<file path="config.mk">
export PLATFORM = sky130hd
export DESIGN_NAME = alu_req_arbiter
export DESIGN_NICKNAME = d
export VERILOG_FILES = /design/src/rtl/alu_req_arbiter.sv
export SDC_FILE = /design/constraint.sdc
export NUM_CORES = 1
export LEC_CHECK = 0
export CORE_ASPECT_RATIO = 0.8
export CORE_MARGIN = 5
export CORE_UTILIZATION = 42
export DETAILED_ROUTE_END_ITERATION = 12
export PLACE_DENSITY = 0.88
export SLEW_MARGIN = 20
export SYNTH_ARGS = -nofsm -noshare
export SYNTH_HDL_FRONTEND = slang
export SYNTH_SLANG_ARGS = --single-unit
export TNS_END_PERCENT = 1
</file>
<file path="constraint.sdc">
create_clock -name clk -period 3.4 [get_ports clk]
set_input_delay 0.68 -clock clk [delete_from_list [all_inputs] [get_ports clk]]
set_output_delay 0.68 -clock clk [all_outputs]
set_load 0.01 [all_outputs]
</file>
<file path="src/rtl/alu_req_arbiter.sv">
// alu_req_arbiter: round-robin sharing of one combinational ALU by two valid/ready requesters (req0/req1 in, alu_* out/in, tagged rsp_* out)
module alu_req_arbiter #(
  parameter int WIDTH    = 16,
  parameter int MUL_WAIT = 2
) (
  input  logic             clk,
  input  logic             rst,
  input  logic             req0_valid,
  output logic             req0_ready,
  input  logic [3:0]       req0_opcode,
  input  logic [WIDTH-1:0] req0_a,
  input  logic [WIDTH-1:0] req0_b,
  input  logic [4:0]       req0_shamt,
  input  logic             req1_valid,
  output logic             req1_ready,
  input  logic [3:0]       req1_opcode,
  input  logic [WIDTH-1:0] req1_a,
  input  logic [WIDTH-1:0] req1_b,
  input  logic [4:0]       req1_shamt,
  output logic [3:0]       alu_opcode,
  output logic [WIDTH-1:0] alu_input1,
  output logic [WIDTH-1:0] alu_input2,
  output logic [4:0]       alu_shiftValue,
  input  logic [WIDTH-1:0] alu_result,
  input  logic             alu_carryFlag,
  input  logic             alu_zeroFlag,
  input  logic             alu_signFlag,
  output logic             rsp_valid,
  input  logic             rsp_ready,
  output logic             rsp_id,
  output logic [WIDTH-1:0] rsp_result,
  output logic             rsp_carry,
  output logic             rsp_zero,
  output logic             rsp_sign,
  output logic             rsp_err
);
  typedef enum logic [1:0] {IDLE, EXEC, RESP} state_t;
  state_t r_state, w_next;
  logic r_last, r_id, r_rsp_id, r_rsp_carry, r_rsp_zero, r_rsp_sign, r_rsp_err;
  logic [3:0] r_op, r_cnt;
  logic [4:0] r_sh;
  logic [WIDTH-1:0] r_a, r_b, r_rsp_result;
  logic w_idle, w_gnt0, w_gnt1, w_take, w_done, w_ill;
  logic [3:0] w_op_in;
  assign w_idle  = (r_state == IDLE) && !rst;
  assign w_gnt0  = w_idle && req0_valid && (!req1_valid || r_last);
  assign w_gnt1  = w_idle && req1_valid && (!req0_valid || !r_last);
  assign w_take  = w_gnt0 || w_gnt1;
  assign w_op_in = w_gnt1 ? req1_opcode : req0_opcode;
  assign w_done  = (r_state == EXEC) && (r_cnt == 4'd0);
  assign w_ill   = r_op[3];
  assign req0_ready     = w_gnt0;
  assign req1_ready     = w_gnt1;
  assign alu_opcode     = r_op;
  assign alu_input1     = r_a;
  assign alu_input2     = r_b;
  assign alu_shiftValue = r_sh;
  assign rsp_valid      = (r_state == RESP);
  assign rsp_id         = r_rsp_id;
  assign rsp_result     = r_rsp_result;
  assign rsp_carry      = r_rsp_carry;
  assign rsp_zero       = r_rsp_zero;
  assign rsp_sign       = r_rsp_sign;
  assign rsp_err        = r_rsp_err;
  always_comb begin
    w_next = r_state;
    if (w_take) w_next = EXEC;
    else if (w_done) w_next = RESP;
    else if ((r_state == RESP) && rsp_ready) w_next = IDLE;
  end
  always_ff @(posedge clk) begin
    if (rst) r_state <= IDLE;
    else r_state <= w_next;
  end
  always_ff @(posedge clk) begin
    if (rst) begin
      r_last       <= 1'b1;
      r_id         <= 1'b0;
      r_op         <= '0;
      r_a          <= '0;
      r_b          <= '0;
      r_sh         <= '0;
      r_cnt        <= '0;
      r_rsp_id     <= 1'b0;
      r_rsp_result <= '0;
      r_rsp_carry  <= 1'b0;
      r_rsp_zero   <= 1'b0;
      r_rsp_sign   <= 1'b0;
      r_rsp_err    <= 1'b0;
    end else begin
      if (w_take) begin
        r_op   <= w_op_in;
        r_a    <= w_gnt1 ? req1_a : req0_a;
        r_b    <= w_gnt1 ? req1_b : req0_b;
        r_sh   <= w_gnt1 ? req1_shamt : req0_shamt;
        r_id   <= w_gnt1;
        r_last <= w_gnt1;
        r_cnt  <= (w_op_in == 4'd4) ? 4'(MUL_WAIT) : 4'd0;
      end else if ((r_state == EXEC) && (r_cnt != 4'd0)) begin
        r_cnt <= r_cnt - 4'd1;
      end
      if (w_done) begin
        r_rsp_id     <= r_id;
        r_rsp_result <= w_ill ? '0 : alu_result;
        r_rsp_carry  <= !w_ill && alu_carryFlag;
        r_rsp_zero   <= w_ill || alu_zeroFlag;
        r_rsp_sign   <= !w_ill && alu_signFlag;
        r_rsp_err    <= w_ill;
      end
    end
  end
endmodule

</file>
# --- Yosys cells after proc, flatten, opt, wreduce, memory -nomap -nowiden ---
# Cells that the tools add are included.
totals:
  in_bits: 106
  regBits: 70
  wordCells: 56
classes:
  mux: 11
  addsub: 1
  eq_ne: 3
  n_reduce_logical: 26
ops:
  columns: ["operator", "count"]
  rows:
  - ["two-way mux 16 bit", 3]
  - ["two-way mux 4 bit", 3]
  - ["logical AND 1 bit", 10]
  - ["two-way mux 2 bit", 3]
  - ["logical NOT 1 bit", 5]
  - ["two-way mux 5 bit", 1]
  - ["equality test 4 x 3 -> 1 bit, second input constant", 1]
  - ["logical NOT 4 bit", 1]
  - ["logical OR 1 bit", 4]
  - ["nonzero test 2 bit", 2]
  - ["nonzero test 4 bit", 1]
  - ["subtractor 4 x 1 -> 4 bit, second input constant", 1]
  - ["nonzero test 3 bit", 1]
  - ["equality test 2 x 1 -> 1 bit, second input constant", 1]
  - ["equality test 2 bit, second input constant", 1]
  - ["logical NOT 2 bit", 1]
  - ["OR reduction 2 bit", 1]
  - ["two-way mux 1 bit", 1]

# --- Longest topological paths before layout ---
logic_depth:
  ltp_word: 8
  depth_mapped: 7
  mapped_depth_nobuf: 6

# --- Least setup slack after synthesis ---
# Ideal clock, no wire load.
synth_path:
  path_kind: "input to output"
  startpoint: "input rst"
  endpoint: "output req0_ready"
  setup_slack_ns: 1.475
  path_stages: 4
  arrival_ns: 1.245
  t_required_ns: 2.720
  path_cell_list: "nor3_4 nand3_2 inv_2 buf_6"
synth_via:
  elab_chain_len: 4
synth_lines:
  columns: ["item", "line", "source"]
  rows:
  - ["from (decl)", "7", "input logic rst,"]
  - ["logical NOT 1 bit", "45", "assign w_idle = (r_state == IDLE) && !rst;"]
  - ["logical AND 1 bit", "45", null]
  - ["logical AND 1 bit (2 in series)", "46", "assign w_gnt0 = w_idle && req0_valid && (!req1_valid || r_last);"]
  - ["to (decl)", "9", "output logic req0_ready,"]
# Every way passes these cells.

# --- Worst setup path in the final report ---
layout_path:
  startpoint: "input req1_valid"
  endpoint: "output req1_ready"
layout_via:
  elab_chain_len: 2
layout_lines:
  columns: ["item", "line", "source"]
  rows:
  - ["from (decl)", "14", "input logic req1_valid,"]
  - ["logical AND 1 bit (2 in series)", "47", "assign w_gnt1 = w_idle && req1_valid && (!req0_valid || !r_last);"]
  - ["to (decl)", "15", "output logic req1_ready,"]
# Every way passes these cells.

==> results.md <==
- Worst Setup Start Kind: input pin
- Slew Viols, Final: 0
- Yosys Warn Count: 0
- Skew-Pair Late Insertion Delay: 0.33 ns
- FF+latch count, synth: 70
- Setup bufs post-CTS: 0
- Io pins: 171
- RSZ-0062 raised after global routing: false
- Clock root cell: clkbuf_8
- Crit end category: output port
- Pin count of the biggest net entering global routing: 82
- Post-Layout Cell Count: 618
- Diodes inserted: 0
- Worst Reg-to-Reg Cells: 6
- H-tree Lvls: 3
- Nets: 634
- Final hold viol count: 0
- Core area: 0.00699 mm^2
- Setup violators final: 0
- VDD IR-drop max: 0.000228 V
- Crit Reg-Reg Startpoint: r_cnt[0]$_SDFFE_PP0P_
- Max_cap viols: 0
- Worst hold stages: 2
- Critical path class: input pin to output port
- Slew margin rel.: 44.3%
- GRT overflow: 0
- Crit Reg-Reg Endpoint: rsp_result[6]$_SDFFE_PP0P_
- # hold bufs at CTS: 0
- Hold Crit Start: rsp_result[7]$_SDFFE_PP0P_
- Clock sinks: 70
- Port buffer count: 170
- DR WL/cell: 16.3 um
- Data arrival time of the critical path: 2.15 ns
- Die H: 86.4 um
- Dpl hpwl: 7110 um
- DRT antenna net count: 0
- Clk pin slew, worst setup/hold paths: 0.07 ns
- Pwr/cell area: 455 mW/mm^2
- Initial Util: 43.8%
- Inst Count DP: 602
- Cell area after layout: 0.00491 mm^2
- Hold crit path type: register to register
- Clock Skews: 0.00656 ns
- Final Cycle Share: 83.2%
- DRC violation count after routing: 0
- Initial detailed-routing violation count: 115
- # resized after CTS: 0
- GRT Total Usage: 21.7%
- Mean Syn Cell Area: 8.27 um^2
- Synth unique cells: 37
- Rows: 27
- Drt first pass iters: 4
- Post-Synthesis Cells: 370
- # fillers: 575
- Period minus WS final: 2.83 ns
- Syn_nets: 478
- Worst EP required: 2.72 ns
- Final hold slack: 0.453 ns
- Reg-to-reg slack, setup: 1.45 ns
- Vias in the first global route: 3312
- Vias per cell: 5.30
- Largest cells by area after synthesis: dfxtp_1 46%, nand3b_1 14%, a31oi_1 8.0%, nand2_1 7.7%, nor2_1 5.4%
- Gp weighted congestion: 0.837
- First-pass GRT wire length: 16000 um
- Synth top area share: 45.8%
- Status: complete, no violations
- Layout cell share with drive strength beyond 1: 4.71%
- Fin Setup TNS: 0 ns
- P_leak: 1.77 nW
- DP Area: 0.00474 mm^2
- Area Growth Syn to Fin: 60.5%
- Most common cell after layout, fill and taps aside: clkdlybuf4s50_1
- Initial antenna violation count: 0
- Commonest non-fill, non-tap cells in the layout: 169 x clkdlybuf4s50_1, 70 x dfxtp_1, 63 x nand2_1
- Sequential share of the synthesized area: 45.8%
- Via count: 3275
- DIE AREA: 0.00910 mm^2
- CTS tree: yes
- Total Wirelength: 10100 um
- Max Freq: 353 MHz
- Worst Tran Pin Value: 0.833 ns
- Crit path max fanout: 4
- Hold endpoint: rsp_result[7]$_SDFFE_PP0P_
- Deepest clock path buffer count: 2
- Area leader, netlist: dfxtp_1
- Mapped cell area: 0.00306 mm^2
- Total CTS buffers: 9
- Final Core Density: 70.2%
- Die width: 105 um
==> cell type report <==
cell class	count	area [um^2]	area share [%]
flip-flops and latches	70	1400	28.5
inverters	6	22.5	0.458
well taps	87	109	2.22
repair buffers	174	1730	35.2
clock buffers	10	138	2.80
clock inverters	6	37.5	0.764
multi-input cells	265	1480	30.1
==> logic make-up (layout without fill, tap and decap cells) <==
family                   count (synthesis)  count (layout)  share of synthesized area (%)
AO/OA/AOI/OAI                           72              72                           13.9
XOR/XNOR                                 3               3                          0.859
adder cells (fa/ha/maj)                  2               2                          0.818
buffers and inverters                   35             196                           5.93
flip-flops                              70              70                           45.8
multiplexers                             2               2                          0.695
AND/OR/NAND/NOR                        186             186                           32.0
==> sequential cells by signal, indices dropped and copies added, names as in the netlist <==
name            count
alu_input1         16
alu_input2         16
alu_opcode          4
alu_shiftValue      5
r_cnt               4
r_id                1
r_last              1
r_state             2
rsp_carry           1
rsp_err             1
rsp_id              1
rsp_result         16
rsp_sign            1
rsp_zero            1
==> per-layer routing <==
metal	part of all wire [%]	routed length, um	GRT usage (%)
met1	41	4160	24.5
met2	49	4980	38.1
met4	3.1	317	9.30
met5	0	0	0
met3	6.1	618	6.78
==> cell usage after synthesis, drive strengths merged <==
cell	instances
nor4	2
and2b	1
dfxtp	70
a31oi	39
xnor2	1
ha	2
mux2	1
clkinv	1
mux2i	1
a21boi	1
xor2	2
o2bb2ai	1
inv	5
a211o	1
o21bai	1
o21ai	6
nor2b	2
buf	11
nand2b	3
nor2	44
a21oi	22
or3b	1
nand2	64
a32oi	1
nor3	4
nand3b	58
and2	2
nor3b	1
clkbuf	18
nand3	4
==> worst max-delay path by stage <==
stage | slack [ns] | endpoint | from
floorplan | 1.47 | req0_ready | rst
global route | 0.51 | req1_ready | req1_valid
detailed placement | 0.58 | req1_ready | req1_valid
finish | 0.57 | req1_ready | req1_valid
CTS | 0.57 | req1_ready | req1_valid
global placement | 0.62 | req1_ready | req1_valid
==> stage by stage <==
step | total power [W] | setup WS [ns]
after floorplan | 0.00128 | 1.47
after global placement | 0.00164 | 0.621
after detailed placement | 0.00166 | 0.582
after CTS | 0.00226 | 0.573
after global routing | 0.00236 | 0.510
final | 0.00223 | 0.570
==> power by group <==
| part | internal (W) | leakage (nW) | switching [W] |
|---|---|---|---|
| clock | 0.000280 | 0.0841 | 0.000313 |
| sequential | 0.000929 | 0.578 | 0.0000698 |
| combinational | 0.000374 | 1.11 | 0.000268 |
==> critical path: stages <==
cell             delay (ns)
clkdlybuf4s50_1        0.53
a21boi_1               0.25
nand2_2                0.08
clkinv_1               0.07
clkdlybuf4s50_1        0.54
Power figures use the tool's default switching activity.
==> edit 1, RTL diff (config.mk and constraints unchanged) <==
Make the reset (`rst`) asynchronous in 2 clocked blocks.
--- a/src/rtl/alu_req_arbiter.sv
+++ b/src/rtl/alu_req_arbiter.sv
@@ -68,11 +68,11 @@
     else if (w_done) w_next = RESP;
     else if ((r_state == RESP) && rsp_ready) w_next = IDLE;
   end
-  always_ff @(posedge clk) begin
+  always_ff @(posedge clk or posedge rst) begin
     if (rst) r_state <= IDLE;
     else r_state <= w_next;
   end
-  always_ff @(posedge clk) begin
+  always_ff @(posedge clk or posedge rst) begin
     if (rst) begin
       r_last       <= 1'b1;
       r_id         <= 1'b0;
Check against the original RTL: differs if rst is asserted again (counterexample within 4 cycles, from zero or initial values and one cycle with rst high); with rst held inactive, the same outputs for 4 cycles.
==> edit 1 against the unedited design <==
- first-iteration DRC count decreased by 10%
- final area up 5.5%
- worst setup slack got worse by 0.054 ns
- largest cell class is now registers
- synthesized cell count is 16% lower
- synthesized area up 4.4%
- routed wire length down 14%
- critical path type unchanged
- die area increased by 3.9%
- count of clock-buffer cells in the layout rose by 1
- sequential cell count is the same
- utilization is 0.12 points lower
Power is not compared: it rests on default switching activity, and its combinational part moved more than twofold at a synthesized area within 25%.
==> edit 1: results <==
[run_status]
status = "complete, no violations"

[synth]
async_flop_share_pct = 100.0
ys_top_cells_by_count = "69 x dfrtp_1, 45 x nor2_1, 43 x mux2i_1"
synth_warnings = 0
ys_types = 26
ys_seq_area_share_pct = 54.88
synth_nets = 418
synth.area.top_cells = "dfrtp_1 54%, mux2i_1 13%, a21oi_1 6.4%, nor2_1 5.3%, nand2b_1 3.7%"

[detailed_routing]
wl_um = 8698
drt-pass1-iter-count = 4
first_iter_violations = 103
post_drt_via_cell_ratio = 4.753

[final_layout]
drive_gt1_share_pct = 5.846
nets = 582
antenna_cells = 0
num-fill-cells = 551

[timing]
clock_skew_ns = 0.01231
setup_viol = 0
tightest_slew_ns = 0.7889
hold_viol_final = 0

[hold_path]
worstHoldStart = "r_last$_DFFE_PP1P_"
hold_path_class = "flop to flop"

[cts]
path_clk_slew_ns = 0.06
clk_latency_ns = 0.34
cts_buffers = 9
post_cts_buffers = 0
clockBufferDepth = 2
ctsResizeCount = 0
cts_max_level = 3
clock_tree.root_cell = "clkbuf_8"

[grt]
antenna_found_initial = 0
grt_max_degree = 85
track_usage_pct = 18.59
grt_pass1_vias = 2845
grt_pass1_wl_um = 13790

[placement]
globalplace.congestion = 0.7449
io_buffers = 170
dp_hpwl_um = 6468

[setup_path]
arrival_ns = 2.20
worstPathMaxFanout = 3
cp-startpoint = "rst"
r2r_start = "r_cnt[0]$_DFFE_PP0P_"

[power_and_ir_drop]
switching_share_pct = 32.20
p_leak_nw = 2.429
vdd_drop_max_v = 0.0004016
edit 1: cell count changes in the layout (fill, tap and decap cells not counted), sizes merged, moves of 3 or more:
cell | before | now
a31oi | 39 | 0
nand3b | 58 | 1
nand2 | 64 | 26
nand2b | 3 | 19
clkinvlp | 3 | 0
dfxtp | 70 | 0
dfrtp | 0 | 69
o21ai | 6 | 20
a21oi | 22 | 41
mux2i | 1 | 43
edit 1: metrics by stage:
step	cell area (µm²)	setup slack [ns]	util [%]	hold WS [ns]	instances
CTS	5181	0.4962	70.09	0.4671	584
finish	5184	0.5168	70.13	0.4632	584
global placement	4960	0.4939	67.10	0.4502	569
floorplan	3194	0.9534	-	0.4426	311
detailed placement	4960	0.4962	67.10	0.4558	569
global route	5184	0.4179	70.13	0.5007	584
edit 1: worst paths after layout:
path	end	slack (ns)	cells after the start
worst max-delay path	req0_ready	0.52	5
worst min-delay path	r_last$_DFFE_PP1P_	0.46	2
worst max register to register	rsp_err$_DFFE_PP0P_	1.56	5
worst min register to register	r_last$_DFFE_PP1P_	0.46	2
max in group asynchronous	r_last$_DFFE_PP1P_	2.02	3
min in group asynchronous	alu_input1[3]$_DFFE_PP0P_	0.71	2
edit 1: power groups by stage:
stage	Combinational (mW)	Clock (mW)	Sequential [mW]
CTS	1.94	0.772	1.51
floorplan	0.751	0	1.66
global placement	1.89	0	1.51
global route	2.09	0.806	1.58
detailed placement	1.93	0	1.53
finish	1.92	0.750	1.50
edit 1: cells by family (layout without fill, tap and decap cells):
kind of cell	Yosys count	after routing	synth area share, %
AND/OR/NAND/NOR	102	102	14.88
buffers and inverters	26	194	4.465
adder cells (fa/ha/maj)	1	1	0.3916
flip-flops	70	70	54.88
multiplexers	46	46	14.53
XOR/XNOR	3	3	0.8227
AO/OA/AOI/OAI	63	63	10.03
edit 1: worst max-delay path: stages:
cell             delay (ns)
clkdlybuf4s50_1        0.44
nor3_2                 0.33
nand3_2                0.13
inv_1                  0.07
clkdlybuf4s50_1        0.55
edit 1: cell type report:
| cell class | count | area share (%) |
|---|---|---|
| sequential | 70 | 33.82 |
| timing repair buffer | 173 | 33.50 |
| multi-input combinational | 215 | 25.44 |
| clock buffer | 11 | 2.921 |
| tap | 105 | 2.534 |
| clock inverter | 4 | 1.352 |
| inverter | 6 | 0.4345 |
edit 1: routing by layer:
metal	routed length, µm	global-route usage (%)	vias up
met5	0	0	-
met4	160	7.683	0
met3	1010	8.475	15
met2	4009	29.97	126
met1	3518	21.74	1248
li1	-	-	1387
==> edit 2, RTL diff (same settings) <==
Made on the original files. Change the parameter `WIDTH` from 16 to 20.
--- a/src/rtl/alu_req_arbiter.sv
+++ b/src/rtl/alu_req_arbiter.sv
@@ -1,6 +1,6 @@
 // alu_req_arbiter: round-robin sharing of one combinational ALU by two valid/ready requesters (req0/req1 in, alu_* out/in, tagged rsp_* out)
 module alu_req_arbiter #(
-  parameter int WIDTH    = 16,
+  parameter int WIDTH    = 20,
   parameter int MUL_WAIT = 2
 ) (
   input  logic             clk,
Ports: changed (8 resized); port bits go from 171 to 203. No check against the original RTL was run, so the function may have changed too.
==> edit 2 against the unedited design <==
- routed wire length is 16% higher
- final area rose by 17%
- die area up 14%
- global-route usage up 0.43 points
- register-to-register slack worse by 0.06 ns
- sequential cell count increased by 12
- first-iteration DRC count is 47% higher
- critical path type unchanged
- synthesized area is 16% higher
- worst setup slack lost 0.055 ns
- power rose by 18%
==> edit 2: results <==
[run_status]
status = "complete, no violations"

[final_layout]
num-fill-cells = 691
drive_gt1_share_pct = 4.348

[synth]
synth_compound_area_share_pct = 14.13
yosys.area_share.adder_pct = 0.7065
ys_types = 35
synth_nets = 561
synthMuxAreaShare_pct = 0.2826
synth.area.top_cells = "dfxtp_1 46%, nand3b_1 15%, a31oi_1 8.3%, nand2_1 8.1%, nor2_1 5.5%"
ys_seq_area_share_pct = 46.34
synth_xor_area_share_pct = 0.7418
syn_area_per_cell_um2 = 8.180

[detailed_routing]
wl_met2_um = 5977
wl_met1_um = 4745
post_drt_via_cell_ratio = 5.100
met3_length_um = 712

[power_and_ir_drop]
vdd_drop_max_v = 0.0002837

[placement]
io_buffers = 202
placedCellCount = 717
dp_hpwl_um = 8448
globalplace.congestion = 0.7723
dp_slack_ns = 0.5123

[grt]
grt_pass1_wl_um = 18800
grt_max_degree = 97
grt_pass1_vias = 3843
use_met1_pct = 25.98
use_met3_pct = 6.003

[hold_path]
worstHoldStart = "rsp_result[2]$_SDFFE_PP0P_"

[cts]
path_clk_slew_ns = 0.09

[setup_path]
r2r_end = "rsp_result[17]$_SDFFE_PP0P_"
max_stage_delay_ns = 0.56
arrival_ns = 2.20

[timing]
slew_headroom_pct = 39.04
[edit 2: kinds of logic (layout without fill, tap and decap cells)]
family | count (synthesis) | in the layout
buffers and inverters | 41 | 229
adders and majority gates | 2 | 2
xor gates and xnor gates | 3 | 3
AOI/OAI and AO/OA | 85 | 85
and+or+nand+nor | 219 | 219
DFF | 82 | 82
muxes | 1 | 1
[edit 2: final cells by class]
type                       count  area, µm²  share of cell area [%]
timing repair buffer         207       2054                   35.60
tap                          112      140.1                   2.428
clock buffer                   9      123.9                   2.146
multi-input combinational    310       1713                   29.68
clock inverter                 7      76.32                   1.322
inverter                       6      22.52                  0.3902
sequential                    82       1642                   28.44
[edit 2: power breakdown]
group          internal (mW)  switching (mW)
clock network          0.345           0.363
logic                  0.445           0.325
registers               1.09          0.0703
total                   1.88           0.758
[edit 2: worst reg2reg max path: stages (launching register included)]
cell      delay (ns)
dfxtp_1         0.34
inv_1           0.08
ha_1            0.16
nor3b_1         0.25
and2_1          0.76
nand3b_1        0.18
a21oi_1         0.17
